===== config.mk =====
export PLATFORM = sky130hd
export DESIGN_NAME = button_event_controller
export DESIGN_NICKNAME = d
export VERILOG_FILES = /design/src/rtl/button_event_pkg.sv /design/src/rtl/button_event_tracker.sv /design/src/rtl/button_event_controller.sv
export SDC_FILE = /design/constraint.sdc
export NUM_CORES = 1
export LEC_CHECK = 0
export CORE_MARGIN = 1
export CORE_UTILIZATION = 29
export CTS_CLUSTER_DIAMETER = 200
export DETAILED_ROUTE_END_ITERATION = 10
export GPL_TIMING_DRIVEN = 0
export PLACE_DENSITY = 0.55
export SLEW_MARGIN = 20
export SYNTH_ARGS = -nofsm -noshare
export SYNTH_HDL_FRONTEND = slang
export SYNTH_SLANG_ARGS = --single-unit

===== constraint.sdc =====
create_clock -name clk -period 5.75 [get_ports clk]
set_clock_uncertainty 0.2 [all_clocks]
set_input_delay 1.15 -clock clk [delete_from_list [all_inputs] [get_ports clk]]
set_output_delay 1.15 -clock clk [all_outputs]
set_load 0.05 [all_outputs]

===== src/rtl/button_event_pkg.sv =====
// Shared types and helpers for the button event controller: event codes, tracker
// state encoding and the {id, code} event record seen by consumers.
package button_event_pkg;

  typedef enum logic [1:0] {
    EvPress   = 2'd0,
    EvRelease = 2'd1,
    EvLong    = 2'd2,
    EvRepeat  = 2'd3
  } event_code_t;

  typedef logic [1:0] state_t;
  localparam state_t StIdle    = 2'd0;
  localparam state_t StPressed = 2'd1;
  localparam state_t StHeld    = 2'd2;

  // Wide enough for the largest supported button count (16).
  localparam int unsigned MaxIdW = 4;

  typedef struct packed {
    logic [MaxIdW-1:0] id;
    event_code_t       code;
  } event_rec_t;

  function automatic int unsigned max_u(input int unsigned a, input int unsigned b);
    return (a > b) ? a : b;
  endfunction

endpackage


===== src/rtl/button_event_tracker.sv =====
// Per-button tracker: edge detect, IDLE/PRESSED/HELD FSM, hold counter and a 1-deep
// pending event slot. REPEAT events only exist when BUTTON_EVENT_AUTO_REPEAT_EN is defined.
module button_event_tracker
  import button_event_pkg::*;
#(
  parameter int unsigned G_LONG_PRESS_CYCLES = 1000000,
  parameter int unsigned G_REPEAT_CYCLES     = 200000
) (
  input  logic        clk,
  input  logic        aresetn,
  input  logic        btn_level,
  input  logic        slot_drain,
  output logic        slot_valid,
  output event_code_t slot_code,
  output logic        drop
);

  localparam int unsigned CntW = $clog2(max_u(G_LONG_PRESS_CYCLES, G_REPEAT_CYCLES));
  localparam logic [CntW-1:0] LongLast = CntW'(G_LONG_PRESS_CYCLES - 1);
`ifdef BUTTON_EVENT_AUTO_REPEAT_EN
  localparam logic [CntW-1:0] RepLast = CntW'(G_REPEAT_CYCLES - 1);
`endif

  state_t      state_q, state_d;
  logic [CntW-1:0] cnt_q, cnt_d;
  logic        level_q;
  logic        slot_valid_q, slot_valid_d;
  event_code_t slot_code_q, slot_code_d;
  logic        ev_fire;
  event_code_t ev_code;

  always_comb begin
    state_d = state_q;
    cnt_d   = cnt_q;
    ev_fire = 1'b0;
    ev_code = EvPress;
    case (state_q)
      StIdle: begin
        if (btn_level && !level_q) begin
          ev_fire = 1'b1;
          ev_code = EvPress;
          cnt_d   = '0;
          state_d = StPressed;
        end
      end
      StPressed: begin
        if (!btn_level) begin
          ev_fire = 1'b1;
          ev_code = EvRelease;
          state_d = StIdle;
        end else if (cnt_q == LongLast) begin
          ev_fire = 1'b1;
          ev_code = EvLong;
          cnt_d   = '0;
          state_d = StHeld;
        end else begin
          cnt_d = cnt_q + CntW'(1);
        end
      end
      StHeld: begin
        if (!btn_level) begin
          ev_fire = 1'b1;
          ev_code = EvRelease;
          state_d = StIdle;
        end else begin
`ifdef BUTTON_EVENT_AUTO_REPEAT_EN
          if (cnt_q == RepLast) begin
            ev_fire = 1'b1;
            ev_code = EvRepeat;
            cnt_d   = '0;
          end else begin
            cnt_d = cnt_q + CntW'(1);
          end
`endif
        end
      end
      default: state_d = StIdle;
    endcase
  end

  // A slot drained by the arbiter this cycle can accept the new event without a drop.
  always_comb begin
    drop         = ev_fire && slot_valid_q && !slot_drain;
    slot_valid_d = slot_valid_q && !slot_drain;
    slot_code_d  = slot_code_q;
    if (ev_fire && !drop) begin
      slot_valid_d = 1'b1;
      slot_code_d  = ev_code;
    end
  end

  always_ff @(posedge clk) begin
    if (!aresetn) begin
      state_q      <= StIdle;
      cnt_q        <= '0;
      level_q      <= 1'b0;
      slot_valid_q <= 1'b0;
      slot_code_q  <= EvPress;
    end else begin
      state_q      <= state_d;
      cnt_q        <= cnt_d;
      level_q      <= btn_level;
      slot_valid_q <= slot_valid_d;
      slot_code_q  <= slot_code_d;
    end
  end

  assign slot_valid = slot_valid_q;
  assign slot_code  = slot_code_q;

endmodule


===== src/rtl/button_event_controller.sv =====
// Button event controller: one tracker per button, round-robin arbiter, FWFT event FIFO.
// Define BUTTON_EVENT_AUTO_REPEAT_EN to enable REPEAT events while a button is held.
module button_event_controller
  import button_event_pkg::*;
#(
  parameter int unsigned G_NUM_BUTTONS       = 4,
  parameter int unsigned G_LONG_PRESS_CYCLES = 1000000,
  parameter int unsigned G_REPEAT_CYCLES     = 200000,
  parameter int unsigned G_FIFO_DEPTH        = 8,
  localparam int unsigned IdW   = (G_NUM_BUTTONS > 1) ? $clog2(G_NUM_BUTTONS) : 1,
  localparam int unsigned AddrW = $clog2(G_FIFO_DEPTH)
) (
  input  logic                     clk,
  input  logic                     aresetn,
  input  logic [G_NUM_BUTTONS-1:0] btn_level,
  output logic                     event_valid,
  input  logic                     event_ready,
  output logic [1:0]               event_code,
  output logic [IdW-1:0]           event_id,
  output logic [AddrW:0]           fifo_count,
  output logic                     overflow,
  input  logic                     overflow_clr
);

  localparam int unsigned EntryW = IdW + 2;
  localparam int unsigned CountW = AddrW + 1;
  localparam logic [CountW-1:0] FifoFull = CountW'(G_FIFO_DEPTH);
  localparam logic [IdW-1:0]    LastId   = IdW'(G_NUM_BUTTONS - 1);

  logic [G_NUM_BUTTONS-1:0] slot_valid, slot_grant, slot_drop;
  event_code_t              slot_code [G_NUM_BUTTONS];

  for (genvar i = 0; i < G_NUM_BUTTONS; i++) begin : g_trk
    button_event_tracker #(
      .G_LONG_PRESS_CYCLES(G_LONG_PRESS_CYCLES),
      .G_REPEAT_CYCLES    (G_REPEAT_CYCLES)
    ) u_trk (
      .clk       (clk),
      .aresetn   (aresetn),
      .btn_level (btn_level[i]),
      .slot_drain(slot_grant[i]),
      .slot_valid(slot_valid[i]),
      .slot_code (slot_code[i]),
      .drop      (slot_drop[i])
    );
  end

  logic [AddrW-1:0]  wr_ptr_q, rd_ptr_q;
  logic [CountW-1:0] count_q;
  logic [IdW-1:0]    ptr_q, ptr_d;
  logic              grant_vld;
  logic [IdW-1:0]    grant_idx;
  event_code_t       grant_code;
  logic              overflow_q;

  // Round robin: first full slot at or above the pointer, else the lowest full slot.
  always_comb begin
    grant_vld  = 1'b0;
    grant_idx  = '0;
    grant_code = EvPress;
    slot_grant = '0;
    if (count_q != FifoFull) begin
      for (int i = 0; i < int'(G_NUM_BUTTONS); i++) begin
        if (!grant_vld && slot_valid[i] && (IdW'(i) >= ptr_q)) begin
          grant_vld     = 1'b1;
          grant_idx     = IdW'(i);
          grant_code    = slot_code[i];
          slot_grant[i] = 1'b1;
        end
      end
      for (int i = 0; i < int'(G_NUM_BUTTONS); i++) begin
        if (!grant_vld && slot_valid[i]) begin
          grant_vld     = 1'b1;
          grant_idx     = IdW'(i);
          grant_code    = slot_code[i];
          slot_grant[i] = 1'b1;
        end
      end
    end
    ptr_d = ptr_q;
    if (grant_vld) ptr_d = (grant_idx == LastId) ? '0 : grant_idx + IdW'(1);
  end

  logic [EntryW-1:0] mem_q [G_FIFO_DEPTH];
  logic [EntryW-1:0] head;
  logic              push, pop;

  assign push = grant_vld;
  assign pop  = event_valid && event_ready;

  always_ff @(posedge clk) begin
    if (push) mem_q[wr_ptr_q] <= {grant_idx, grant_code};
  end

  always_ff @(posedge clk) begin
    if (!aresetn) begin
      wr_ptr_q   <= '0;
      rd_ptr_q   <= '0;
      count_q    <= '0;
      ptr_q      <= '0;
      overflow_q <= 1'b0;
    end else begin
      ptr_q <= ptr_d;
      if (push) wr_ptr_q <= wr_ptr_q + AddrW'(1);
      if (pop)  rd_ptr_q <= rd_ptr_q + AddrW'(1);
      if (push && !pop)      count_q <= count_q + CountW'(1);
      else if (!push && pop) count_q <= count_q - CountW'(1);
      if (|slot_drop)        overflow_q <= 1'b1;
      else if (overflow_clr) overflow_q <= 1'b0;
    end
  end

  // Outputs are forced to zero while empty so stale storage never shows through.
  assign head        = mem_q[rd_ptr_q];
  assign event_valid = (count_q != '0);
  assign event_code  = event_valid ? head[1:0] : 2'b00;
  assign event_id    = event_valid ? head[EntryW-1:2] : '0;
  assign fifo_count  = count_q;
  assign overflow    = overflow_q;

endmodule


[Word level (Yosys, flattened, before mapping)]
Memories as Yosys holds them, arrays and structs flattened. A register that Yosys moved wholly into a read port is not among the register bits.
Index checks and enable logic that the tools add are counted.
Cells by class
  $add $sub $neg: 9
  $lt $le $gt $ge: 4
  reductions and logical operators: 75
  eq/ne operators: 30
  muxes and demuxes: 128
Operators by type and width (number)
  20-bit 2-to-1 mux: 12
  20-bit one-hot mux with 2 select lines: 4
  2-bit 2-to-1 mux: 43
  20-bit by 1-bit adder with 20-bit output (second input constant): 4
  20-bit equality test (second input constant): 4
  1-bit 2-to-1 mux: 52
  1-bit logical AND: 34
  2-bit one-hot mux with 3 select lines: 4
  3-bit AND reduction: 8
  1-bit zero test: 21
  2-bit inequality test (second input constant): 8
  2-bit one-hot mux with 2 select lines: 4
  4-bit 2-to-1 mux: 3
  3-bit by 2-bit inequality test with 1-bit output (second input constant): 4
  1-bit one-hot mux with 3 select lines: 4
  2-bit nonzero test: 6
  2-bit equality test (second input constant): 5
  2-bit by 1-bit equality test with 1-bit output (second input constant): 4
  2-bit zero test: 4
  2-bit by 1-bit inequality test with 1-bit output (second input constant): 4
  3-bit by 1-bit adder with 3-bit output (second input constant): 2
  3-bit 2-to-1 mux: 2
  4-bit by 1-bit adder with 4-bit output (second input constant): 1
  1-bit by 2-bit greater-or-equal comparator with 1-bit output (first input constant): 2
  other kinds (6): 7
Word-level totals
  logic and storage cells: 272
  memories kept: 1
  bits in registers: 117
  bits in writable memories: 32
  input port bits: 8
Memories
  mem_q: words 8, width 4, rd ports 1, clocked after memory_dff 1, wr ports 1, RTL line button_event_controller.sv:84  | logic [EntryW-1:0] mem_q [G_FIFO_DEPTH];

[Depth between registers and ports, before layout]
  depth in word-level cells: 40
  gate-level depth with buffers: 11
  depth with buffers taken out: 11

[Modules after synthesis]
From an unflattened synthesis, not the netlist that was laid out.
Second synthesis, totals
  cells, all modules: 930
  area, all modules: 8364.3 um^2
By module, submodules not included
  button_event_tracker (g_trk[1].u_trk ...): cells each 183, area an instance 1517.7 um^2, instances 2
  button_event_controller: cells each 195, area an instance 2318.5 um^2, instances 1
  button_event_tracker (g_trk[0].u_trk): cells each 182, area an instance 1514.0 um^2, instances 1
  button_event_tracker (g_trk[3].u_trk): cells each 187, area an instance 1496.4 um^2, instances 1

[Least setup slack after synthesis]
No wires, ideal clock.
  path type: reg-to-reg
  start point: register count_q[0] (netlist: fifo_count[0])
  end point: register count_q[3] (netlist: fifo_count[3])
  stages on the path, launching flop included: 12
  buffers on the path: 0
  clock period less this slack: 3380 ps
  slack: 2370 ps
  data arrival time: 3109 ps
  cell sequence: dfxtp_1 > nor4_1 > inv_1 > nand2_1 > ha_1 > inv_1 > ha_1 > a21o_1 > a21oi_1 > xnor2_1 > or3_1 > a21oi_1
On the way
  longest elaborated chain between the ends: 5
Ends and longest elaborated chain
  start, declared: RTL line button_event_controller.sv:49  | logic [CountW-1:0] count_q;
  start signal, assigned: RTL line button_event_controller.sv:106  | if (push && !pop) count_q <= count_q + CountW'(1);
  start signal, assigned: RTL line button_event_controller.sv:107  | else if (!push && pop) count_q <= count_q - CountW'(1);
  4-bit nonzero test *: RTL line button_event_controller.sv:115  | assign event_valid = (count_q != '0);
  net event_valid: RTL line button_event_controller.sv:16  | output logic event_valid,
  1-bit logical AND *: RTL line button_event_controller.sv:89  | assign pop = event_valid && event_ready;
  1-bit zero test: RTL line button_event_controller.sv:106
  1-bit logical AND: RTL line button_event_controller.sv:106
  4-bit 2-to-1 mux or 2-bit nonzero test (tied branches)
Mark *: on every way through the listed nets, which the timed path passes. The rest lies on a longest branch. The select of a mux whose other input is x is not followed.
A chain may end at the register's enable or synchronous reset.

==> flow_metrics.env <==
export IMPL_place_congestion=0.872
export IMPL_syn_to_final_growth_pct=14.3
export IMPL_p_int_mw=2.08
export IMPL_ys_seq_area_share_pct=42.9
export IMPL_post_cts_resized=0
export IMPL_grt_pass1_vias=5892
export IMPL_critPathKind="reg -> out"
export IMPL_drt_iter0_markers=410
export IMPL_start_util_pct=29.8
export IMPL_cp_data_arrival_time_ns=2.85
export IMPL_gr_total_overflow=0
export IMPL_crit_required_ns=4.40
export IMPL_power_share_sequential_pct=39.6
export IMPL_setup_violations=0
export IMPL_period_share_pct=73.0
export IMPL_hp_start="g_trk[2].u_trk.cnt_q[1]"
export IMPL_stdcell_area_mm2=0.00896
export IMPL_critical_path_buf_inv_count=2
export IMPL_num_rows=59
export IMPL_status="complete, but fails checks"
export IMPL_hold_depth=2
export IMPL_layout_min_cycle_time_ns=4.20
export IMPL_cts_sinks=152
export IMPL_drc=2
export IMPL_die_h_um=166
export IMPL_htree_levels=4
export IMPL_timing_rr_end="fifo_count[3]"
export IMPL_ios=18
export IMPL_drtPass1Iterations=8
export IMPL_syn_inst=874
export IMPL_cts_clk_slew_worst_paths_ns=0.07
export IMPL_relSlewSlack_pct=40.3
export IMPL_grt_setup_unrepaired="no"
export IMPL_ys_types=74
export IMPL_powerDensity_mw_per_mm2=350
export IMPL_start_kind="flop"
export IMPL_ys_async_sr_fraction_pct=0
export IMPL_cp_max_fo=8
export IMPL_setup_tns_final_ns=0
export IMPL_synth_net_count=908
export IMPL_antenna_found_initial=0
export IMPL_crit_path_cell_trace="clkbuf_1 > mux4_2 > mux2i_1 > nor2_1 > clkdlybuf4s50_1"
export IMPL_whs_endpoint="g_trk[2].u_trk.cnt_q[1]"
export IMPL_grt_use_total_pct=12.7
export IMPL_ys_ff_latch=152
export IMPL_cts_made_buffers=17
export IMPL_cts_path_max_buffers=2
export IMPL_postSynthAreaPerCell_um2=8.97
export IMPL_via_per_inst=5.02
export IMPL_grt_pass1_wl_um=28900
export IMPL_layout_nets=939
export IMPL_layout_drive_gt1_share_pct=6.21
export IMPL_route_detailed_wl_per_inst_um=13.5
export IMPL_clkPwrFrac_pct=35.5
export IMPL_multi_input_comb_area_mm2=0.00424
export IMPL_max_slew_worst_pin_slew_ns=0.893
export IMPL_tritoncts="built"
export IMPL_die_w_um=166
export IMPL_p_switching_mw=1.05
export IMPL_peakVddDrop_mv=0.154
export IMPL_maxSlewViolCount=0
export IMPL_syn_area_mm2=0.00784
export IMPL_r2r_slack_ns=2.33
export IMPL_violations="design-rule violations"
export IMPL_holdBufCountCts=0
export IMPL_diodes=0
export IMPL_cts_root_buf="clkbuf_16"
export IMPL_cts_setup_buffers=0
export IMPL_place_area_mm2=0.00838
export IMPL_seq_area_mm2=0.00336
export IMPL_switching_share_pct=33.5
export IMPL_yosys_warnings=0
export IMPL_min_path_type="reg -> reg"
export IMPL_final_hold_violation_count=0
export IMPL_max_freq_ghz=0.238
export IMPL_cp_num_cells=5
export IMPL_p_leak_nw=2.98
export IMPL_grt_max_degree=17
export IMPL_r2r_cells=10
export IMPL_synth_edf_count=32
export IMPL_fillers=2695
export IMPL_cpLargestDelayFamily="buffers and inverters"
export IMPL_wirelength_um=16900
export IMPL_synth_top_flop_cell="dfxtp_1"
export IMPL_slowest_stage="clkdlybuf4s50_1"
export IMPL_die_area_mm2=0.0277
export IMPL_drv_cap=0
export IMPL_clock_latency_ns=0.43
export IMPL_critPathMaxStageDelay_ns=0.72
export IMPL_ant_nets=0
export IMPL_portBuffers=12
export IMPL_core_area_mm2=0.0263
export IMPL_place_hpwl_um=11900
export IMPL_worstReg2RegStart="fifo_count[0]"
export IMPL_p_comb_share_pct=24.9
export IMPL_vias=6291
export IMPL_crit_path_end_kind="output port"
-- worst max path at each step --
stage	startpoint	end	slack [ns]
2_1_floorplan	fifo_count[0]	fifo_count[3]	2.37
3_3_place_gp	btn_level[1]	g_trk[1].u_trk.cnt_q[13]	1.87
3_5_place_dp	btn_level[1]	g_trk[1].u_trk.cnt_q[0]	1.91
4_1_cts	flop	event_id[1]	1.48
5_1_grt	flop	event_id[1]	1.37
6_report	flop	event_code[1]	1.55
-- logic make-up after synthesis --
logic type                 synth area share (%)
buffers and inverters                      2.98
DFF                                        42.9
xor gates and xnor gates                   6.59
adders and majority gates                  4.25
AOI/OAI and AO/OA                          13.6
muxes                                      3.19
and+or+nand+nor                            26.4
-- routing by layer --
metal | track usage [%] | up-vias | wire (um)
met3 | 2.40 | 20 | 507
met4 | 4.47 | 0 | 241
met2 | 19.6 | 105 | 7450
met5 | 0 | - | 0
li1 | - | 3229 | -
met1 | 17.5 | 2937 | 8690
-- worst min-delay path: stages, from the launching register on --
cell     delay [ns]
dfxtp_1        0.32
nand2_1        0.06
a21oi_1        0.05
-- layout make-up --
type                    instances  area share [%]
inverters                      30            1.26
multi-input cells             661            47.3
clock buffers                  17            4.75
plain buffers                  31            1.35
clock inverters                15            1.76
repair buffers                 12            1.34
well taps                     335            4.68
flip-flops and latches        152            37.5
-- state kept, by name, indices dropped and copies added (netlist names), named ones only --
register / flops
g_trk.u_trk.level_q: 4
g_trk.u_trk.slot_valid: 4
fifo_count: 4
g_trk.u_trk.slot_code: 8
wr_ptr_q: 3
overflow: 1
g_trk.u_trk.state_q: 8
ptr_q: 2
g_trk.u_trk.cnt_q: 80
mem_q: 32
rd_ptr_q: 3
-- power groups by stage --
stage / logic, mW / registers (mW) / clock network, mW
floorplan: 0.557 / 1.29 / 0
global placement: 0.777 / 1.26 / 0
detailed placement: 0.780 / 1.27 / 0
CTS: 0.784 / 1.24 / 1.15
global route: 0.863 / 1.25 / 1.19
finish: 0.780 / 1.24 / 1.11
-- synth_stat cells, types with 3 or more instances --
library cell	count	area, um2
a21boi_0	3	22.5
a21o_1	4	30.0
a21oi_1	54	270
a22o_1	4	35.0
a311oi_1	4	35.0
a31oi_1	9	56.3
a41oi_1	3	26.3
and2_1	12	75.1
and3_1	15	93.8
and4_1	11	96.3
buf_2	4	20.0
clkbuf_1	26	97.6
dfxtp_1	120	2400
edfxtp_1	32	961
ha_1	25	313
inv_1	29	109
mux2i_1	7	70.1
mux4_2	8	180
nand2_1	78	293
nand2b_1	16	100
nand3_1	47	235
nand3b_1	6	45.0
nand4_1	22	138
nor2_1	99	372
nor2b_1	8	50.1
nor3_1	28	140
nor4_1	15	93.8
nor4b_1	3	26.3
o211ai_1	5	37.5
o21a_1	7	52.6
o21ai_0	33	165
o21ai_1	4	20.0
o21bai_1	4	30.0
o221ai_1	3	26.3
o31a_1	3	26.3
or3_1	10	62.6
or4_1	4	30.0
or4b_1	4	40.0
xnor2_1	34	298
xor2_1	25	219
-- metrics by stage --
stage	total power, mW	instances	hold slack [ns]	util (%)	setup WS (ns)
after floorplan	1.84	874	0.245	-	2.37
after global placement	2.04	1221	0.255	31.9	1.87
after detailed placement	2.04	1221	0.269	31.9	1.91
after CTS	3.17	1253	0.278	34.1	1.48
after global routing	3.30	1253	0.298	34.1	1.37
final	3.13	1253	0.276	34.1	1.55
-- cells in the final DEF (no fill, tap or decap), drive strengths merged, types with 29 or more instances in the layout --
cell,instances
nand2,78
nor3,29
dfxtp,120
inv,39
clkbuf,43
nand3,47
edfxtp,32
o21ai,37
a21oi,54
xnor2,34
nor2,99
Note: power is estimated with default switching activity, not from simulation.
